$ cat src/rtl/jpeg_pkg.sv
// Shared constants and state types for the YCbCr block buffer.
// Component codes, block geometry and the bank/drain state encodings.
package jpeg_pkg;

    localparam logic [1:0] COMP_Y  = 2'd0;
    localparam logic [1:0] COMP_CB = 2'd1;
    localparam logic [1:0] COMP_CR = 2'd2;

    localparam int BLK_PIXELS = 64;
    localparam int NUM_COMPS  = 3;
    localparam int DRAIN_LEN  = NUM_COMPS * BLK_PIXELS;

    typedef enum logic [1:0] {
        BANK_EMPTY,
        BANK_FILLING,
        BANK_FULL,
        BANK_DRAINING
    } bank_state_t;

    typedef enum logic {
        DR_IDLE,
        DR_DRAIN
    } drain_state_t;

    // A bank may accept pixels only while it is not holding a finished block.
    function automatic logic bank_writable(input bank_state_t s);
        return (s == BANK_EMPTY) || (s == BANK_FILLING);
    endfunction

endpackage

$ cat src/rtl/ycbcr_bank_ram.sv
// Two banks of 64 packed {Y, Cb, Cr} words; one synchronous write port and
// one registered read port, addressed as {bank, idx}.
module ycbcr_bank_ram
    import jpeg_pkg::*;
#(
    parameter int WORD_W = 30
) (
    input  logic              clk,
    input  logic              wr_en,
    input  logic              wr_bank,
    input  logic [5:0]        wr_idx,
    input  logic [WORD_W-1:0] wr_data,
    input  logic              rd_en,
    input  logic              rd_bank,
    input  logic [5:0]        rd_idx,
    output logic [WORD_W-1:0] rd_data
);

    localparam int DEPTH = 2 * BLK_PIXELS;

    logic [WORD_W-1:0] mem [DEPTH];
    logic [WORD_W-1:0] rd_data_reg;

    always_ff @(posedge clk) begin
        if (wr_en) begin
            mem[{wr_bank, wr_idx}] <= wr_data;
        end
    end

    // Read register holds its value while the drain side is stalled.
    always_ff @(posedge clk) begin
        if (rd_en) begin
            rd_data_reg <= mem[{rd_bank, rd_idx}];
        end
    end

    assign rd_data = rd_data_reg;

endmodule

$ cat src/rtl/ycbcr_block_buffer.sv
// Double-buffered 8x8 block assembler: push-only pixel capture into two banks,
// drained as planar Y, Cb, Cr bursts over a valid/ready output register.
module ycbcr_block_buffer
    import jpeg_pkg::*;
#(
    parameter int DATA_W = 10
) (
    input  logic                clk,
    input  logic                rst,
    input  logic                in_valid,
    input  logic [3*DATA_W-1:0] in_pix,
    output logic                bank_free,
    output logic                out_valid,
    input  logic                out_ready,
    output logic [DATA_W-1:0]   out_data,
    output logic [1:0]          out_comp,
    output logic [5:0]          out_idx,
    output logic                out_last,
    output logic                overflow
);

    localparam int PIX_W = 3 * DATA_W;

    // Bank bookkeeping and write side
    bank_state_t bank_state_reg [2];
    logic        wr_bank_reg;
    logic [5:0]  wr_idx_reg;
    logic        overflow_reg;
    logic        wr_accept;
    logic        wr_drop;
    logic        wr_last;

    // Drain side
    drain_state_t drain_reg;
    drain_state_t drain_next;
    logic         rd_bank_reg;
    logic [7:0]   rd_cnt_reg;
    logic [7:0]   rd_cnt_next;
    logic [7:0]   rd_cnt_inc;
    logic         claim;
    logic         bank_release;
    logic         load;
    logic         rd_en;
    logic [5:0]   rd_idx;
    logic [PIX_W-1:0] rd_word;
    logic [DATA_W-1:0] comp_word [NUM_COMPS];
    logic [DATA_W-1:0] sel_sample;

    // Output register
    logic              out_valid_reg;
    logic [DATA_W-1:0] out_data_reg;
    logic [1:0]        out_comp_reg;
    logic [5:0]        out_idx_reg;
    logic              out_last_reg;
    logic              handshake;

    assign wr_accept = in_valid && bank_writable(bank_state_reg[wr_bank_reg]);
    assign wr_drop   = in_valid && !bank_writable(bank_state_reg[wr_bank_reg]);
    assign wr_last   = (wr_idx_reg == 6'(BLK_PIXELS - 1));
    assign bank_free = bank_writable(bank_state_reg[0]) || bank_writable(bank_state_reg[1]);

    always_ff @(posedge clk or posedge rst) begin
        if (rst) begin
            wr_bank_reg  <= 1'b0;
            wr_idx_reg   <= 6'd0;
            overflow_reg <= 1'b0;
        end else begin
            if (wr_accept) begin
                wr_idx_reg <= wr_idx_reg + 6'd1;
                if (wr_last) begin
                    wr_bank_reg <= ~wr_bank_reg;
                end
            end
            if (wr_drop) begin
                overflow_reg <= 1'b1;
            end
        end
    end

    // Writer and drainer act on disjoint states of a bank, so at most one
    // branch can fire for a given bank in any cycle.
    always_ff @(posedge clk or posedge rst) begin
        if (rst) begin
            for (int b = 0; b < 2; b++) begin
                bank_state_reg[b] <= BANK_EMPTY;
            end
        end else begin
            for (int b = 0; b < 2; b++) begin
                if (wr_accept && (wr_bank_reg == 1'(b))) begin
                    bank_state_reg[b] <= wr_last ? BANK_FULL : BANK_FILLING;
                end else if (claim && (rd_bank_reg == 1'(b))) begin
                    bank_state_reg[b] <= BANK_DRAINING;
                end else if (bank_release && (rd_bank_reg == 1'(b))) begin
                    bank_state_reg[b] <= BANK_EMPTY;
                end
            end
        end
    end

    ycbcr_bank_ram #(
        .WORD_W (PIX_W)
    ) u_ram (
        .clk     (clk),
        .wr_en   (wr_accept),
        .wr_bank (wr_bank_reg),
        .wr_idx  (wr_idx_reg),
        .wr_data (in_pix),
        .rd_en   (rd_en),
        .rd_bank (rd_bank_reg),
        .rd_idx  (rd_idx),
        .rd_data (rd_word)
    );

    // Unpack the stored word into Y, Cb, Cr (MSB first).
    for (genvar gi = 0; gi < NUM_COMPS; gi++) begin : g_comp
        assign comp_word[gi] = rd_word[PIX_W - 1 - gi*DATA_W -: DATA_W];
    end

    always_comb begin
        case (rd_cnt_reg[7:6])
            COMP_Y:  sel_sample = comp_word[0];
            COMP_CB: sel_sample = comp_word[1];
            default: sel_sample = comp_word[2];
        endcase
    end

    assign handshake  = out_valid_reg && out_ready;
    assign rd_cnt_inc = rd_cnt_reg + 8'd1;

    // rd_word always holds the pixel for the current rd_cnt: the first read is
    // issued on the claim cycle, each later one alongside the output load.
    always_comb begin
        drain_next   = drain_reg;
        rd_cnt_next  = rd_cnt_reg;
        rd_en        = 1'b0;
        rd_idx       = rd_cnt_inc[5:0];
        claim        = 1'b0;
        bank_release = 1'b0;
        load         = 1'b0;
        case (drain_reg)
            DR_IDLE: begin
                if (bank_state_reg[rd_bank_reg] == BANK_FULL) begin
                    claim       = 1'b1;
                    rd_en       = 1'b1;
                    rd_idx      = 6'd0;
                    rd_cnt_next = 8'd0;
                    drain_next  = DR_DRAIN;
                end
            end
            DR_DRAIN: begin
                if (handshake && out_last_reg) begin
                    bank_release = 1'b1;
                    drain_next   = DR_IDLE;
                end else if ((rd_cnt_reg != 8'(DRAIN_LEN)) && (!out_valid_reg || out_ready)) begin
                    load        = 1'b1;
                    rd_en       = 1'b1;
                    rd_cnt_next = rd_cnt_inc;
                end
            end
            default: begin
                drain_next = DR_IDLE;
            end
        endcase
    end

    always_ff @(posedge clk or posedge rst) begin
        if (rst) begin
            drain_reg   <= DR_IDLE;
            rd_cnt_reg  <= 8'd0;
            rd_bank_reg <= 1'b0;
        end else begin
            drain_reg  <= drain_next;
            rd_cnt_reg <= rd_cnt_next;
            if (bank_release) begin
                rd_bank_reg <= ~rd_bank_reg;
            end
        end
    end

    always_ff @(posedge clk or posedge rst) begin
        if (rst) begin
            out_valid_reg <= 1'b0;
            out_data_reg  <= '0;
            out_comp_reg  <= 2'd0;
            out_idx_reg   <= 6'd0;
            out_last_reg  <= 1'b0;
        end else if (load) begin
            out_valid_reg <= 1'b1;
            out_data_reg  <= sel_sample;
            out_comp_reg  <= rd_cnt_reg[7:6];
            out_idx_reg   <= rd_cnt_reg[5:0];
            out_last_reg  <= (rd_cnt_reg == 8'(DRAIN_LEN - 1));
        end else if (handshake) begin
            out_valid_reg <= 1'b0;
        end
    end

    assign out_valid = out_valid_reg;
    assign out_data  = out_data_reg;
    assign out_comp  = out_comp_reg;
    assign out_idx   = out_idx_reg;
    assign out_last  = out_last_reg;
    assign overflow  = overflow_reg;

endmodule

$ cat config.mk
export PLATFORM = sky130hd
export DESIGN_NAME = ycbcr_block_buffer
export DESIGN_NICKNAME = d
export VERILOG_FILES = /design/src/rtl/jpeg_pkg.sv /design/src/rtl/ycbcr_bank_ram.sv /design/src/rtl/ycbcr_block_buffer.sv
export SDC_FILE = /design/constraint.sdc
export NUM_CORES = 2
export LEC_CHECK = 0
export BUFFER_PORTS_ARGS = -buffer_cell sky130_fd_sc_hd__buf_4
export CORE_AREA = 2 2 789 791
export DETAILED_ROUTE_END_ITERATION = 8
export DIE_AREA = 0 0 791 793
export PLACE_DENSITY_LB_ADDON = 0.08
export SYNTH_ARGS = -nofsm -noshare
export SYNTH_HDL_FRONTEND = slang
export SYNTH_SLANG_ARGS = --single-unit
$ cat constraint.sdc
create_clock -name clk -period 8.4 [get_ports clk]
set_clock_uncertainty 0.15 [all_clocks]
set_input_delay 0.42 -clock clk [delete_from_list [all_inputs] [get_ports clk]]
set_output_delay 0.42 -clock clk [all_outputs]
set_load 0.05 [all_outputs]
==> reports/metrics.cfg <==
[cells_and_area]
finish.utilization_pct = 29.5
largest_reg_flops = 3840
n_fill_cell = 61400
final_area_mm2 = 0.182
syn2layout_area_growth_pct = 18.3
drive_gt1_share_pct = 15.8
fin_nets = 10100

[clock_network]
clk_pin_slew_worst_paths_ns = 0.06
cts_buffers = 454
cts_sinks = 3912
htree_levels = 5
clock_path_buffers = 4
clock_latency_ns = 1.07
clock-root-buffer = clkbuf_16
cts_resized = 0
cts_tree = yes
post-cts-setup-buffers = 0

[placement]
placed_cell_area_mm2 = 0.168
gp_congestion = 0.834
io_buffers = 55
post-dp-hpwl_mm = 399

[power]
power.density_mw_per_mm2 = 363
p_leak_nw = 57.2
ir_drop_v = 0.000341

[outcome]
status = finished with violations
failed_checks = capacitance limit, slew limit

[synth]
synth_edf_count = 3870
ys.flop_type = edfxtp_1
ys_warn_count = 0
yosysUniqueCellTypes = 79
synthTopCellsByCount = 3870 x edfxtp_1, 1178 x nand2_1, 455 x mux2i_1, 453 x a21oi_1, 434 x o21ai_0
syn_inst = 9743
syn_avg_cell_area_um2 = 15.8
synth_top_cell_area_share_pct = 75.4
synth.most_common_cell = edfxtp_1
synth.area.top_cells = edfxtp_1 75%, mux2i_1 3.0%, nand2_1 2.9%, mux4_2 2.4%, a21oi_1 1.5%
synth-seq-cells = 3912
synthesis.area_mm2 = 0.154
synth.yosys.seq_area_share_pct = 76.1
syn_nets = 9780
async_flop_share_pct = 1.07
synth_top_cell_by_area = edfxtp_1

[run]
drv_cap = 1

[setup_path]
cp_data_required_time_ns = 8.98
endpoint_kind = register
cp_max_fo = 29
worstSetupPathType = reg -> reg
start_kind = register
critical_path_arrival_ns = 7.25

[sta]
fin_crit_sh_pct = 79.4
rsz0062_at_grt = no
holdWs_ns = 0.126
finalHoldViolations = 0
slew_violations = 2
tns_ns = 0
tightest_slew_ns = 1.53
fin_crit_ns = 6.67
max_slew_margin_pct = -1.80
max_freq_ghz = 0.150
setup_viol = 0

[drt]
vias_per_cell = 5.10
drtAntennaViolNets = 0
vias = 95100
wirelength_mm = 688
route.detailed.drc = 0
post_drt_wl_per_cell_um = 36.9
drt_iter0_drc = 10700
firstDrtPassIters = 6

[global_routing]
grt_max_degree = 112
grt-ovfl-total = 0
grt_pass1_wl_mm = 909
antenna_found_initial = 81
gr-usage-all-layers_pct = 21.3
grt_pass1_vias = 93000

[floorplan]
pin_count = 56
die_w_um = 791
core-area_mm2 = 0.618
initial_core_util_pct = 24.9
die-area_mm2 = 0.627
die_y_um = 793
rows = 289

[min_path]
holdCritPathClass = in -> reg

[cells in the final DEF (no fill, tap or decap), drive strengths merged, types with 23 or more instances in the layout]
master and instances:
a211oi 154, a21oi 453, a221oi 68, a22o 36, a22oi 63, a311oi 41
a31oi 253, a32oi 23, and3 25, buf 544, bufinv 26, clkbuf 576
clkinv 218, dfrtp 42, diode 35, dlygate4sd3 36, edfxtp 3870, mux2 128
mux2i 455, mux4 165, nand2 1178, nand2b 50, nand3 287, nand4 34
nor2 346, nor2b 93, nor3 108, o211ai 108, o21ai 435, o221ai 118
o22ai 101, o311ai 79, or3 43
[final cells by class]
| type | count | area, um2 | area share [%] |
|---|---|---|---|
| Clock inverter | 255 | 2260 | 1.24 |
| Multi-Input combinational cell | 5121 | 35200 | 19.3 |
| Inverter | 14 | 60.1 | 0.0329 |
| Tap cell | 8148 | 10200 | 5.59 |
| Clock buffer | 576 | 12000 | 6.60 |
| Sequential cell | 3912 | 117000 | 64.3 |
| Antenna cell | 35 | 87.6 | 0.0480 |
| Timing Repair Buffer | 580 | 5240 | 2.88 |
[metal layers]
metal | GRT usage [%] | part of all wire, % | vias to the layer above
li1 | - | - | 39300
met1 | 29.7 | 45 | 51700
met2 | 34.8 | 47 | 3411
met3 | 2.69 | 5.4 | 701
met4 | 5.80 | 3.1 | 6
met5 | 0 | 0.0060 | -
[worst max-delay path: stages, from the launching register on]
cell and delay [ns]:
dfrtp_4 0.50, buf_4 0.51, ha_1 0.53, xor2_4 0.82
nand3_4 0.61, nand2_1 0.74, buf_4 0.35, a21oi_1 0.06
nor4_1 0.54, o41ai_1 0.30, a21oi_1 0.97, a221oi_1 0.23
[per-stage QoR]
step	setup slack, ns	total power, mW	instances
after floorplan	3.72	33.4	9743
after global placement	1.48	47.4	17700
after detailed placement	1.67	47.4	17700
after CTS	1.68	66.9	18600
after global routing	1.77	68.2	18600
final	1.73	66.2	18600
[power by group]
| group | total [mW] | internal (mW) | leakage, nW | switching [mW] |
|---|---|---|---|---|
| clock | 19.4 | 10.9 | 6.94 | 8.47 |
| combinational | 24.6 | 6.08 | 14.9 | 18.6 |
| sequential | 22.2 | 21.9 | 35.3 | 0.295 |
| total | 66.2 | 38.9 | 57.2 | 27.3 |
[worst paths after layout]
kind,startpoint,to,slack [ns],cells past startpoint
max,rd_cnt_reg[0],u_ram.rd_data[29],1.73,11
min,in_valid,overflow,0.13,4
max reg2reg,rd_cnt_reg[0],u_ram.rd_data[29],1.73,11
min reg2reg,overflow,overflow,0.34,1
max in group asynchronous,rst,rd_cnt_reg[0],6.90,5
min in group asynchronous,rst,out_idx[0],0.50,5
[cells by family (layout without fill, tap and decap cells)]
kind of cell             Yosys count  count (layout)  synth area share (%)
flip-flops                      3912            3912                  76.1
AND/OR/NAND/NOR                 2204            2204                  6.19
AO/OA/AOI/OAI                   2153            2153                  9.26
multiplexers                     748             748                  6.30
buffers and inverters            710            1425                  2.07
XOR/XNOR                          13              13                0.0787
adder cells (fa/ha/maj)            3               3                0.0244
other                              0              35                     0
[repair_timing]
action                                  in CTS  in global routing
endpoints found under the setup margin       0                  0
endpoints found under the hold margin     1624                  0
hold buffers                                36                  0
(Power assumes the default switching activity.)
